### src/rtl/vending_pkg.sv
// ============================================================================
// Package     : vending_pkg
// Description : Shared coin encoding, coin values (in nickels) and the
//               change-dispenser state encoding.
// Revision    : 1.0 - initial release
// ============================================================================
`default_nettype none

package vending_pkg;

  // Coin encoding shared by the ejector interface and the refill port
  typedef enum logic [1:0] {
    COIN_NONE    = 2'b00,
    COIN_NICKEL  = 2'b01,
    COIN_DIME    = 2'b10,
    COIN_QUARTER = 2'b11
  } coin_t;

  // Coin values expressed in nickels
  localparam logic [2:0] C_VAL_NICKEL  = 3'd1;
  localparam logic [2:0] C_VAL_DIME    = 3'd2;
  localparam logic [2:0] C_VAL_QUARTER = 3'd5;

  // Dispenser sequencing states
  typedef enum logic [1:0] {
    ST_IDLE   = 2'd0,
    ST_SELECT = 2'd1,
    ST_EJECT  = 2'd2,
    ST_FINISH = 2'd3
  } disp_state_t;

  // Value of a coin in nickels; NONE is worth nothing
  function automatic logic [2:0] coin_value(input coin_t c);
    case (c)
      COIN_NICKEL:  coin_value = C_VAL_NICKEL;
      COIN_DIME:    coin_value = C_VAL_DIME;
      COIN_QUARTER: coin_value = C_VAL_QUARTER;
      default:      coin_value = 3'd0;
    endcase
  endfunction

endpackage

`default_nettype wire

### src/rtl/change_dispenser_coin_stock.sv
// ============================================================================
// Module      : coin_stock
// Description : Saturating up/down stock counter for one coin type.
//               Simultaneous inc and dec cancel out.
// Revision    : 1.0 - initial release
// ============================================================================
`default_nettype none

module coin_stock #(
  parameter int WIDTH = 4,
  parameter int INIT  = 3
) (
  input  logic             clk,
  input  logic             rst,
  input  logic             i_inc,
  input  logic             i_dec,
  output logic [WIDTH-1:0] o_count,
  output logic             o_nonzero
);

  localparam logic [WIDTH-1:0] C_MAX  = '1;
  localparam logic [WIDTH-1:0] C_INIT = WIDTH'(INIT);

  logic [WIDTH-1:0] r_count;

  // Count up on refill, down on ejection, clamped at both ends
  always_ff @(posedge clk or posedge rst) begin
    if (rst) begin
      r_count <= C_INIT;
    end else if (i_inc && !i_dec) begin
      if (r_count != C_MAX) r_count <= r_count + 1'b1;
    end else if (i_dec && !i_inc) begin
      if (r_count != '0) r_count <= r_count - 1'b1;
    end
  end

  assign o_count   = r_count;
  assign o_nonzero = (r_count != '0);

endmodule

`default_nettype wire

### src/rtl/change_dispenser.sv
// ============================================================================
// Module      : change_dispenser
// Description : Pays change greedily (quarter, dime, nickel) one coin at a
//               time over a valid/ready ejector handshake, tracking coin
//               stock and flagging unpayable change.
//               Optional macro CHANGE_TIMEOUT_EN adds an ejector timeout that
//               raises fault and abandons the transaction.
// Revision    : 1.0 - initial release
// ============================================================================
`default_nettype none

module change_dispenser
  import vending_pkg::*;
#(
  parameter int STOCK_WIDTH   = 4,
  parameter int STOCK_INIT    = 3,
  parameter int EJECT_TIMEOUT = 16
) (
  input  logic                   clock,
  input  logic                   clear,
  input  logic                   start,
  input  logic [2:0]             change,
  output logic                   eject_valid,
  output logic [1:0]             eject_coin,
  input  logic                   eject_ready,
  input  logic                   refill,
  input  logic [1:0]             refill_coin,
  output logic                   busy,
  output logic                   done,
  output logic                   short,
  output logic                   fault,
  output logic [2:0]             remaining,
  output logic [STOCK_WIDTH-1:0] stock_nickel,
  output logic [STOCK_WIDTH-1:0] stock_dime,
  output logic [STOCK_WIDTH-1:0] stock_quarter
);

  disp_state_t r_state, w_state_nxt;
  coin_t       r_coin, w_coin_nxt, w_pick;
  logic [2:0]  r_remaining, w_remaining_nxt;
  logic        r_short, w_short_nxt;
  logic        w_xfer;
  logic        w_n_nz, w_d_nz, w_q_nz;

  assign w_xfer = (r_state == ST_EJECT) && eject_ready;

  coin_stock #(.WIDTH(STOCK_WIDTH), .INIT(STOCK_INIT)) u_stock_nickel (
    .clk(clock), .rst(clear),
    .i_inc(refill && (refill_coin == COIN_NICKEL)),
    .i_dec(w_xfer && (r_coin == COIN_NICKEL)),
    .o_count(stock_nickel), .o_nonzero(w_n_nz)
  );

  coin_stock #(.WIDTH(STOCK_WIDTH), .INIT(STOCK_INIT)) u_stock_dime (
    .clk(clock), .rst(clear),
    .i_inc(refill && (refill_coin == COIN_DIME)),
    .i_dec(w_xfer && (r_coin == COIN_DIME)),
    .o_count(stock_dime), .o_nonzero(w_d_nz)
  );

  coin_stock #(.WIDTH(STOCK_WIDTH), .INIT(STOCK_INIT)) u_stock_quarter (
    .clk(clock), .rst(clear),
    .i_inc(refill && (refill_coin == COIN_QUARTER)),
    .i_dec(w_xfer && (r_coin == COIN_QUARTER)),
    .o_count(stock_quarter), .o_nonzero(w_q_nz)
  );

`ifdef CHANGE_TIMEOUT_EN
  localparam int C_TMO_W = $clog2(EJECT_TIMEOUT + 1);
  logic [C_TMO_W-1:0] r_tmo;
  logic               r_fault, w_fault_nxt;
  logic               w_tmo_hit;

  assign w_tmo_hit = (r_state == ST_EJECT) && !eject_ready &&
                     (r_tmo == C_TMO_W'(EJECT_TIMEOUT - 1));

  // Count stalled EJECT cycles; restarts whenever the stall ends
  always_ff @(posedge clock or posedge clear) begin
    if (clear) begin
      r_tmo <= '0;
    end else if ((r_state == ST_EJECT) && !eject_ready) begin
      r_tmo <= r_tmo + 1'b1;
    end else begin
      r_tmo <= '0;
    end
  end

  // Fault flag register
  always_ff @(posedge clock or posedge clear) begin
    if (clear) r_fault <= 1'b0;
    else       r_fault <= w_fault_nxt;
  end

  assign fault = r_fault;
`else
  assign fault = 1'b0;
`endif

  // Greedy coin choice from the current remaining amount and stock
  always_comb begin
    w_pick = COIN_NONE;
    if ((r_remaining >= C_VAL_QUARTER) && w_q_nz)   w_pick = COIN_QUARTER;
    else if ((r_remaining >= C_VAL_DIME) && w_d_nz) w_pick = COIN_DIME;
    else if ((r_remaining >= C_VAL_NICKEL) && w_n_nz) w_pick = COIN_NICKEL;
  end

  // State and datapath registers
  always_ff @(posedge clock or posedge clear) begin
    if (clear) begin
      r_state     <= ST_IDLE;
      r_coin      <= COIN_NONE;
      r_remaining <= 3'd0;
      r_short     <= 1'b0;
    end else begin
      r_state     <= w_state_nxt;
      r_coin      <= w_coin_nxt;
      r_remaining <= w_remaining_nxt;
      r_short     <= w_short_nxt;
    end
  end

  // Next-state and datapath update
  always_comb begin
    w_state_nxt     = r_state;
    w_coin_nxt      = r_coin;
    w_remaining_nxt = r_remaining;
    w_short_nxt     = r_short;
`ifdef CHANGE_TIMEOUT_EN
    w_fault_nxt     = r_fault;
`endif
    case (r_state)
      ST_IDLE: begin
        if (start) begin
          w_remaining_nxt = change;
          w_short_nxt     = 1'b0;
`ifdef CHANGE_TIMEOUT_EN
          w_fault_nxt     = 1'b0;
`endif
          w_state_nxt     = ST_SELECT;
        end
      end
      ST_SELECT: begin
        if (w_pick != COIN_NONE) begin
          w_coin_nxt  = w_pick;
          w_state_nxt = ST_EJECT;
        end else begin
          if (r_remaining != 3'd0) w_short_nxt = 1'b1;
          w_state_nxt = ST_FINISH;
        end
      end
      ST_EJECT: begin
        if (eject_ready) begin
          w_remaining_nxt = r_remaining - coin_value(r_coin);
          w_coin_nxt      = COIN_NONE;
          w_state_nxt     = ST_SELECT;
        end
`ifdef CHANGE_TIMEOUT_EN
        else if (w_tmo_hit) begin
          w_fault_nxt = 1'b1;
          w_coin_nxt  = COIN_NONE;
          w_state_nxt = ST_FINISH;
        end
`endif
      end
      ST_FINISH: begin
        w_state_nxt = ST_IDLE;
      end
      default: begin
        w_state_nxt = ST_IDLE;
      end
    endcase
  end

  assign eject_valid = (r_state == ST_EJECT);
  assign eject_coin  = r_coin;
  assign busy        = (r_state != ST_IDLE);
  assign done        = (r_state == ST_FINISH);
  assign short       = r_short;
  assign remaining   = r_remaining;

endmodule

`default_nettype wire

### config.mk
export PLATFORM = sky130hd
export DESIGN_NAME = change_dispenser
export DESIGN_NICKNAME = d
export VERILOG_FILES = /design/src/rtl/vending_pkg.sv /design/src/rtl/change_dispenser_coin_stock.sv /design/src/rtl/change_dispenser.sv
export SDC_FILE = /design/constraint.sdc
export NUM_CORES = 1
export LEC_CHECK = 0
export BUFFER_PORTS_ARGS = -buffer_cell sky130_fd_sc_hd__buf_2
export CORE_MARGIN = 5
export CORE_UTILIZATION = 55
export DETAILED_ROUTE_END_ITERATION = 10
export PLACE_DENSITY_LB_ADDON = 0.3
export SETUP_SLACK_MARGIN = 0.02
export SLEW_MARGIN = 10
export SYNTH_ARGS = -nofsm -noshare
export SYNTH_HDL_FRONTEND = slang
export SYNTH_HIERARCHICAL = 1
export SYNTH_SLANG_ARGS = --single-unit
### constraint.sdc
create_clock -name clock -period 2.8 [get_ports clock]
set_input_delay 0.42 -clock clock [delete_from_list [all_inputs] [get_ports clock]]
set_output_delay 0.42 -clock clock [all_outputs]
set_load 0.1 [all_outputs]
### After elaboration in Yosys (flattened, before gate mapping)

Index checks and enable logic that the tools add are counted.

| word-level totals | value |
|---|---|
| logic and storage cells | 114 |
| output and inout port bits | 22 |
| register bits after elaboration | 20 |
| bits of input ports | 10 |

| cells by class | value |
|---|---|
| eq/ne operators | 20 |
| $add $sub $neg | 7 |
| mux-type cells | 32 |
| reductions and logical operators | 45 |
| magnitude comparators | 3 |

Operators by type and width:

| kind | count |
|---|---|
| $mux 4 | 12 |
| $reduce_bool 2->1 | 11 |
| $logic_and 1x1->1 | 16 |
| $reduce_and 3->1 | 5 |
| $ne 2x2->1 const B | 7 |
| $add 4x1->4 const B | 3 |
| $eq 2x2->1 const B | 6 |
| $mux 2 | 6 |
| $mux 3 | 4 |
| $ne 4x4->1 const B | 3 |
| $reduce_bool 4->1 | 3 |
| $sub 4x1->4 const B | 3 |
| $pmux 3 s3 | 1 |
| $pmux 2 s4 | 1 |
| $eq 2x1->1 const B | 3 |
| $logic_not 1->1 | 6 |
| $pmux 3 s2 | 1 |
| $mux 1 | 5 |
| $pmux 2 s2 | 1 |
| $reduce_and 4->1 | 1 |
| $ge 3x1->1 const B | 1 |
| $ge 3x2->1 const B | 1 |
| $ge 3x3->1 const B | 1 |
| $reduce_bool 3->1 | 1 |
| other kinds (5) | 5 |

### Depth between registers and ports, before layout

Gate-level depths: netlist of run 1.

| depth | value |
|---|---|
| depth after elaboration | 8 |
| gate-level depth with buffers | 12 |
| depth with buffers taken out | 12 |

### Modules after synthesis

Netlist of run 1, hierarchy kept.

By module, submodules not included:

| module | times used | area an instance (µm²) | sequential area each (µm²) | cells an instance |
|---|---|---|---|---|
| coin_stock | 3 | 322.8 | 102.6 | 29 |
| change_dispenser | 1 | 616.8 | 200.2 | 74 |

### Worst setup path before layout of run 1

Ideal clock, no wire load.

| path | value |
|---|---|
| path kind | register -> register |
| start | register r_coin[1] (netlist: eject_coin[1]) |
| end | register u_stock_dime.r_count[3] (netlist: u_stock_dime/o_count[3]) |
| cell stages (with the launch flop) | 11 |
| slack | -0.145 ns |
| period minus slack after synthesis | 2.945 ns |
| library setup time | 0.087 ns |
| arrival | 2.858 ns |
| data required time | 2.713 ns |
| path through | dfrtp_1 -> nor2b_1 -> and3_1 -> inv_1 -> ha_1 -> inv_1 -> ha_1 -> a21o_2 -> a21oi_1 -> mux2_2 -> o211ai_1 |

| between the ends | value |
|---|---|
| word-level cells in the longest chain between the ends | 6 |
| elaborated cells on any way between the ends | 10 |
| classes of those cells | eq/ne: 2; mux: 1; reduce/logical: 7 |

RTL lines:

| what | RTL line | text |
|---|---|---|
| from (decl) | change_dispenser.sv:39 | `coin_t r_coin, w_coin_nxt, w_pick;` |
| from (signal assigned) | change_dispenser.sv:116 | `r_coin <= w_coin_nxt;` |
| $eq 2x2->1 (*) | change_dispenser.sv:57 | `.i_dec(w_xfer && (r_coin == COIN_DIME)),` |
| $logic_and 1x1->1 (*) | change_dispenser.sv:57 |  |
| $logic_not 1->1 | change_dispenser_coin_stock.sv:30 | `end else if (i_inc && !i_dec) begin` |
| $logic_and 1x1->1 | change_dispenser_coin_stock.sv:30 |  |
| $ne 2x2->1 (no line) / $reduce_bool 2->1 (equally long branches) | - |  |
| $reduce_and 3->1 (no line) | - |  |
| to (signal assigned) | change_dispenser_coin_stock.sv:31 | `if (r_count != C_MAX) r_count <= r_count + 1'b1;` |
| to (signal assigned) | change_dispenser_coin_stock.sv:33 | `if (r_count != '0) r_count <= r_count - 1'b1;` |
| to (decl) | change_dispenser_coin_stock.sv:24 | `logic [WIDTH-1:0] r_count;` |

Mark *: on every way between the ends. The rest lies on a longest branch, timed or not.
A chain may end at the register's enable or synchronous reset.

### Worst setup path after layout of run 1

| path | value |
|---|---|
| start | register r_state[0] |
| end | register u_stock_nickel.r_count[3] (netlist: u_stock_nickel/o_count[3]) |

| between the ends | value |
|---|---|
| word-level cells in the longest chain between the ends | 7 |
| elaborated cells on any way between the ends | 11 |
| classes of those cells | eq/ne: 2; mux: 1; reduce/logical: 8 |

RTL lines:

| what | RTL line | text |
|---|---|---|
| from (decl) | change_dispenser.sv:38 | `disp_state_t r_state, w_state_nxt;` |
| from (signal assigned) | change_dispenser.sv:115 | `r_state <= w_state_nxt;` |
| $eq 2x2->1 (*) | change_dispenser.sv:45 | `assign w_xfer = (r_state == ST_EJECT) && eject_ready;` |
| $logic_and 1x1->1 (*) | change_dispenser.sv:45 |  |
| $logic_and 1x1->1 (*) | change_dispenser.sv:50 | `.i_dec(w_xfer && (r_coin == COIN_NICKEL)),` |
| $logic_not 1->1 | change_dispenser_coin_stock.sv:30 |  |
| $logic_and 1x1->1 | change_dispenser_coin_stock.sv:30 |  |
| $ne 2x2->1 (no line) / $reduce_bool 2->1 (equally long branches) | - |  |
| $reduce_and 3->1 (no line) | - |  |
| to (signal assigned) | change_dispenser_coin_stock.sv:31 |  |
| to (signal assigned) | change_dispenser_coin_stock.sv:33 |  |
| to (decl) | change_dispenser_coin_stock.sv:24 |  |

Marked as above.

==> results of run 1 <==
[worst paths after layout]
path,startpoint,endpoint,slack (ns),cells past startpoint
setup / recovery,r_state[0],u_stock_nickel/o_count[3],0.15,12
hold / removal,clear,u_stock_quarter/o_count[3],0.02,2
setup reg to reg,r_state[0],u_stock_nickel/o_count[3],0.15,12
hold reg to reg,u_stock_dime/o_count[0],u_stock_dime/o_count[0],0.54,1
max in group asynchronous,clear,r_state[0],2.47,2
min in group clock,eject_ready,r_state[1],0.35,2
[stage by stage]
step	cells	util, %	hold WS [ns]
after floorplan	161	-	0.185
after global placement	219	63.7	0.348
after detailed placement	219	63.7	0.351
after CTS	223	64.7	0.00669
after global routing	223	65.1	0.00610
final	223	65.1	0.0170
[area by class of cell]
type	count	share of cell area, %
inverters	18	3.90
well taps	31	2.16
multi-input cells	120	55.6
flip-flops and latches	20	28.5
clock buffers	4	1.46
repair buffers	30	8.36
[cells in the mapped netlist (all sizes together) (4+ instances only)]
| master | number | area, um2 |
|---|---|---|
| nand2 | 20 | 77.6 |
| a21oi | 8 | 43.8 |
| o211ai | 4 | 30.0 |
| dfstp | 6 | 158 |
| a21o | 4 | 33.8 |
| xnor2 | 6 | 52.6 |
| o21ai | 11 | 55.1 |
| nor3b | 4 | 35.0 |
| mux2 | 6 | 78.8 |
| nor2 | 6 | 22.5 |
| inv | 18 | 67.6 |
| dfrtp | 14 | 350 |
| fa | 4 | 80.1 |
| ha | 10 | 125 |
[state kept, by name, indices dropped and copies added (netlist names)]
signal                   cells
eject_coin                   2
r_state                      2
remaining                    3
short                        1
u_stock_dime/o_count         4
u_stock_nickel/o_count       4
u_stock_quarter/o_count      4
[layout by cell type (no fill, tap or decap), types with 6 or more instances in the layout]
cell type,instances
inv_1,17
dfrtp_1,11
xnor2_1,6
nor2_1,6
ha_1,10
buf_2,30
o21ai_0,7
dfstp_2,6
nand2_1,19
[logic make-up after synthesis]
group           share of synthesized area [%]
compound gates                           21.4
buf+inv                                  5.68
fa+ha+maj                                12.9
simple gates                             17.0
xor+xnor                                 3.87
other cells                             0.237
mux                                      6.87
flops                                    32.0
[metal layers]
metal	global-route usage, %	part of all wire [%]
met5	0	0
met4	5.71	0.81
met3	3.20	4.0
met2	28.3	50
met1	20.0	46
[timing repair]
action | 4_1_cts | 5_1_grt
endpoints found under the setup margin | 0 | 3
setup buffers | 0 | 0
resized for setup | 0 | 4
hold buffers | 0 | 0
hold endpoints to repair | 0 | 0
==> impl_metrics.ini, run 1 <==
[critical_path]
cp_top_family = adder cells
cp_max_fo = 8
start_kind = flop
worst-path-buf-inv = 3
endpoint_kind = flop
worstPathArrival_ns = 2.87
slowest_stage = dfrtp_2
critical_path_class = reg2reg
critPathRequiredTime_ns = 3.02
critPathMaxStageDelay_ns = 0.46
path_cells = nand2b_2 -> inv_4 -> nand2_2 -> nor3b_2 -> inv_1 -> ha_1 -> inv_1 -> ha_1 -> a21o_2 -> a21oi_2 -> mux2_2 -> o211ai_1

[hold_path]
hold_path.class = in2async

[flow_run]
timing.max_cap.violations = 0

[routing]
first_pass_iters = 5
postRouteAntennaNets = 0
wl_um = 3100
vias = 1266
drc = 0
viasPerCell = 5.68
first_iter_violations = 55
wl_per_cell_um = 13.9

[timing]
rsz0062_at_grt = true
setup_viol = 0
fin_crit_sh_pct = 94.7
fmax_ghz = 0.377
fin_ws_ns = 0.150
maxSlewViolCount = 0
hold_viol = 0
fin_setup_tns_ns = 0
period_needed_ns = 2.65
skew_ns = 0.00872

[yosys]
async_flop_share_pct = 100
synth-seq-cells = 20
synth_flop_cell = dfrtp_1
synth-seq-area-share_pct = 32.0
avgSynthCellArea_um2 = 9.85
ys_warn_count = 6
syn_nets = 185
netlist_area_um2 = 1590
yosysUniqueCellTypes = 47
synth_edf_count = 0
synth_cells = 161

[placement]
dp_worst_setup_slack_ns = 0.140
dpl.hpwl_um = 2500
gp_congestion = 0.834
placed_area_um2 = 1760
numPortBuffers = 30

[clock_tree]
ctsRootBufferMaster = clkbuf_4
clk_pin_slew_ns = 0.12
cts_tree = done
h-tree-depth = 1
cts_sinks = 20
cts_made_buffers = 3
clockBufferDepth = 2
clkLatencyLatePin_ns = 0.30

[cells_and_area]
register_area_um2 = 512
layout-drive-gt1-share_pct = 35.9
fill_cells = 229
finalInstanceArea_um2 = 1800
nets = 217
antenna_cells = 0
area_delta_synth_final_pct = 13.3
multiInputGateArea_um2 = 998

[run_status]
status = finished clean

[floorplan]
initial_core_util_pct = 57.5
io-pin-count = 32
die_y_um = 63.7
rows = 19
core_area_um2 = 2760
die-area_um2 = 4060
die_x_um = 63.7

[global_route]
grt_pass1_vias = 1249
antenna_found_initial = 0
grt_max_degree = 12
grt_pass1_wl_um = 5400
grt_overflow = 0
grt_usage_pct = 16.4
Power of run 1 is not shown: default switching activity piles up to over one toggle a cycle in this logic, so the estimate is an artifact.
==> run 2: changes to the inputs <==
CORE_UTILIZATION = 45   (was 55)
==> run 2 against run 1 <==
Compared with the run above:
- global-route usage fell by 2.2 points
- non-clock buffer count rose by 1
- sequential cell count did not move
- largest cell class unchanged
- critical path type unchanged
- via count rose by 1.1%
- fmax rose by 1.1%
- register-to-register slack improved by 0.03 ns
==> impl_metrics.ini, run 2 (synthesized netlist as in run 1, its figures left out) <==
[clock_tree]
ctsHoldBuffers = 0
cts_tree = done
ctsRootBufferMaster = clkbuf_4
h-tree-depth = 1
ctsResizeCount = 0
cts_sinks = 20
clockBufferDepth = 2
post-cts-setup-buffers = 0
clk_pin_slew_ns = 0.11
clkLatencyLatePin_ns = 0.29
cts_made_buffers = 3

[global_route]
grt_usage_pct = 14.1
grt_pass1_wl_um = 5660
antenna_found_initial = 0
grt_overflow = 0
grt_max_degree = 12
grt_pass1_vias = 1297

[floorplan]
io-pin-count = 32
die_x_um = 69.4
core_area_um2 = 3360
initial_core_util_pct = 47.1
rows = 21
die_y_um = 69.4
die-area_um2 = 4810

[routing]
vias = 1280
viasPerCell = 5.36
postRouteAntennaNets = 0
wl_um = 3340
first_iter_violations = 51
drc = 0
first_pass_iters = 4
wl_per_cell_um = 14.0

[critical_path]
cp_max_fo = 8
regToRegSetupSlack_ns = 0.18
reg2reg_depth = 12
slowest_stage = dfrtp_1
critPathRequiredTime_ns = 3.02
critical_path_class = reg2reg
start_kind = flop
worstPathArrival_ns = 2.84
path_cells = nand2b_2 -> inv_4 -> nand2_2 -> nor3b_2 -> inv_1 -> ha_1 -> inv_1 -> ha_1 -> a21o_2 -> a21oi_1 -> mux2_2 -> o211ai_1
r2r_end = u_stock_nickel/o_count[3]
critPathMaxStageDelay_ns = 0.39
r2r-start = r_state[0]
endpoint_kind = flop

[timing]
fin_setup_tns_ns = 0
fin_crit_sh_pct = 93.6
rsz0062_at_grt = false
maxSlewViolCount = 0
fmax_ghz = 0.382
setup_viol = 0
hold_viol = 0
skew_ns = 0.00368
period_needed_ns = 2.62

[cells_and_area]
finalInstanceArea_um2 = 1820
fin_util_pct = 54.2
nets = 218
stdcell_count = 239
antenna_cells = 0
layout-drive-gt1-share_pct = 35.8
layout_commonest_cell = buf_2
layout_common_cells = 30 x buf_2, 19 x nand2_1, 17 x inv_1, 11 x dfrtp_1, 10 x ha_1
area_delta_synth_final_pct = 15.1

[placement]
gp_congestion = 0.861
dp_cells = 235
numPortBuffers = 30
dpl.hpwl_um = 2690
placed_area_um2 = 1780

[run_status]
status = finished clean

[flow_run]
timing.max_cap.violations = 0

[hold_path]
hold_path.class = in2async
## run 2: worst max-delay path by stage
stage,startpoint,end,slack (ns),cells after the start
after floorplan,r_state[0],u_stock_nickel/o_count[3],0.07,12
after global placement,r_state[1],u_stock_quarter/o_count[3],0.25,12
after detailed placement,r_state[1],u_stock_quarter/o_count[3],0.17,12
after CTS,r_state[1],u_stock_quarter/o_count[3],0.13,12
after global routing,r_state[0],u_stock_nickel/o_count[3],0.03,12
final,r_state[0],u_stock_nickel/o_count[3],0.18,12
## run 2: through the flow
stage               setup slack, ns  hold slack [ns]
floorplan                    0.0665            0.185
global placement              0.255            0.356
detailed placement            0.175            0.357
CTS                           0.126           0.0206
global route                 0.0279           0.0298
finish                        0.179           0.0400
## run 2: layout make-up
cell class,instances,area [um2]
Timing Repair Buffer,31,158
Sequential cell,20,512
Clock buffer,4,36.3
Multi-Input combinational cell,120,991
Fill cell,332,1540
Inverter,18,70.1
Tap cell,46,57.6
## run 2: routing by layer
layer | track usage [%] | share of wire (%) | vias up
li1 | - | - | 628
met1 | 17.0 | 44 | 624
met2 | 25.3 | 50 | 26
met3 | 2.75 | 4.8 | 2
met4 | 3.90 | 0.57 | 0
met5 | 0 | 0 | -
## run 2: critical path, delay by kind of cell (launching register included)
family,cells,cell delay (ns)
multiplexers,1,0.36
adder cells (fa/ha/maj),2,0.49
AND/OR/NAND/NOR,3,0.46
AO/OA/AOI/OAI,3,0.50
buffers and inverters,3,0.34
flip-flops,1,0.39
Power of run 2 is left out for the same reason.
==> run 3: changes to the inputs <==
CTS_BUF_LIST = sky130_fd_sc_hd__clkbuf_16   (was not set)
SKIP_LAST_GASP = 1   (was not set)
==> run 3 against run 2 <==
Compared with the run above:
- clock skew decreased by 0.0011 ns
- cell area rose by 2.3%
- sequential cell count stayed put
- largest cell class unchanged
- via count down 0.86%
- clock-buffer cell count shrank 1
- sequential share of layout area fell by 0.64 points
- register-to-register slack better by 0.02 ns
- critical path depth unchanged
- wire length decreased by 1.3%
- hold slack better by 0.058 ns
==> impl_metrics.ini, run 3 (synthesized netlist as in run 1, its figures left out) <==
[floorplan]
core_area_um2 = 3360
die_x_um = 69.4
initial_core_util_pct = 47.1
die-area_um2 = 4810
rows = 21
io-pin-count = 32
die_y_um = 69.4

[critical_path]
r2r-start = r_state[0]
endpoint_kind = flop
worstPathArrival_ns = 2.77
worst-path-buf-inv = 3
regToRegSetupSlack_ns = 0.19
cp_max_fo = 8
critical_path_class = reg2reg
reg2reg_depth = 12
start_kind = flop
critPathRequiredTime_ns = 2.96
critPathMaxStageDelay_ns = 0.37
path_depth = 12
path_cells = nand2b_2 -> inv_4 -> nand2_2 -> nor3b_2 -> inv_1 -> ha_1 -> inv_1 -> ha_1 -> a21o_2 -> a21oi_1 -> mux2_2 -> o211ai_1
cp_top_family = compound AO/OA/AOI/OAI gates
slowest_stage = dfrtp_1
r2r_end = u_stock_nickel/o_count[3]

[timing]
hold_viol = 0
setup_viol = 0
fmax_ghz = 0.384
skew_ns = 0.00259
fin_crit_sh_pct = 93.0
rsz0062_at_grt = false
period_needed_ns = 2.61
fin_ws_ns = 0.195
fin_setup_tns_ns = 0
maxSlewViolCount = 0

[clock_tree]
clockBufferDepth = 2
ctsRootBufferMaster = clkbuf_16
clk_pin_slew_ns = 0.05
cts_tree = done
cts_sinks = 20
cts_made_buffers = 3
clkLatencyLatePin_ns = 0.25
ctsHoldBuffers = 0
h-tree-depth = 1

[cells_and_area]
layout_common_cells = 30 x buf_2, 19 x nand2_1, 17 x inv_1, 11 x dfrtp_1, 10 x ha_1
layout-drive-gt1-share_pct = 35.2
antenna_cells = 0
fill_cells = 327
area_delta_synth_final_pct = 17.8
nets = 218
layout_commonest_cell = buf_2

[routing]
postRouteAntennaNets = 0
first_iter_violations = 33
wl_per_cell_um = 13.8
first_pass_iters = 4
vias = 1269
viasPerCell = 5.31
drc = 0
wl_um = 3300

[placement]
dpl.hpwl_um = 2690
gp_congestion = 0.861
numPortBuffers = 30
dp_worst_setup_slack_ns = 0.175

[global_route]
grt_usage_pct = 14.2
grt_max_degree = 12
antenna_found_initial = 0
grt_pass1_vias = 1289
grt_pass1_wl_um = 5620
grt_overflow = 0

[run_status]
status = finished clean

[flow_run]
timing.max_cap.violations = 0

[hold_path]
hold_path.class = in2async
[run 3: routing by layer]
| metal | vias up | track usage (%) | routed length [um] |
|---|---|---|---|
| met5 | - | 0 | 0 |
| met4 | 0 | 3.90 | 27 |
| met3 | 2 | 4.06 | 176 |
| met2 | 27 | 24.6 | 1610 |
| met1 | 612 | 17.1 | 1490 |
| li1 | 628 | - | - |
[run 3: what timing repair did]
action / CTS / global route
buffers inserted: 0 / 0
setup endpoints to repair: 0 / 1
gates resized for setup: 0 / 2
[run 3: final cells by class]
class,instances,area (um2),share of cell area (%)
multi-input combinational,120,991,53.1
timing repair buffer,31,158,8.45
tap,46,57.6,3.08
clock inverter,1,3.75,0.201
sequential,20,512,27.4
clock buffer,3,75.1,4.02
inverter,18,70.1,3.75
[run 3: worst max-delay path by stage]
| stage | slack [ns] | to | start |
|---|---|---|---|
| after floorplan | 0.07 | u_stock_nickel/o_count[3] | r_state[0] |
| after global placement | 0.25 | u_stock_quarter/o_count[3] | r_state[1] |
| after detailed placement | 0.17 | u_stock_quarter/o_count[3] | r_state[1] |
| after CTS | 0.15 | u_stock_quarter/o_count[3] | r_state[1] |
| after global routing | 0.03 | u_stock_nickel/o_count[3] | r_state[0] |
| final | 0.19 | u_stock_nickel/o_count[3] | r_state[0] |
[run 3: stage by stage]
stage | hold WS [ns] | instance area (um2) | utilization [%] | instances
global placement | 0.356 | 1780 | 53.0 | 235
floorplan | 0.185 | 1590 | - | 161
global route | 0.112 | 1870 | 55.5 | 239
detailed placement | 0.357 | 1780 | 53.0 | 235
CTS | 0.0949 | 1860 | 55.4 | 239
finish | 0.0976 | 1870 | 55.5 | 239
Power of run 3 is left out for the same reason.
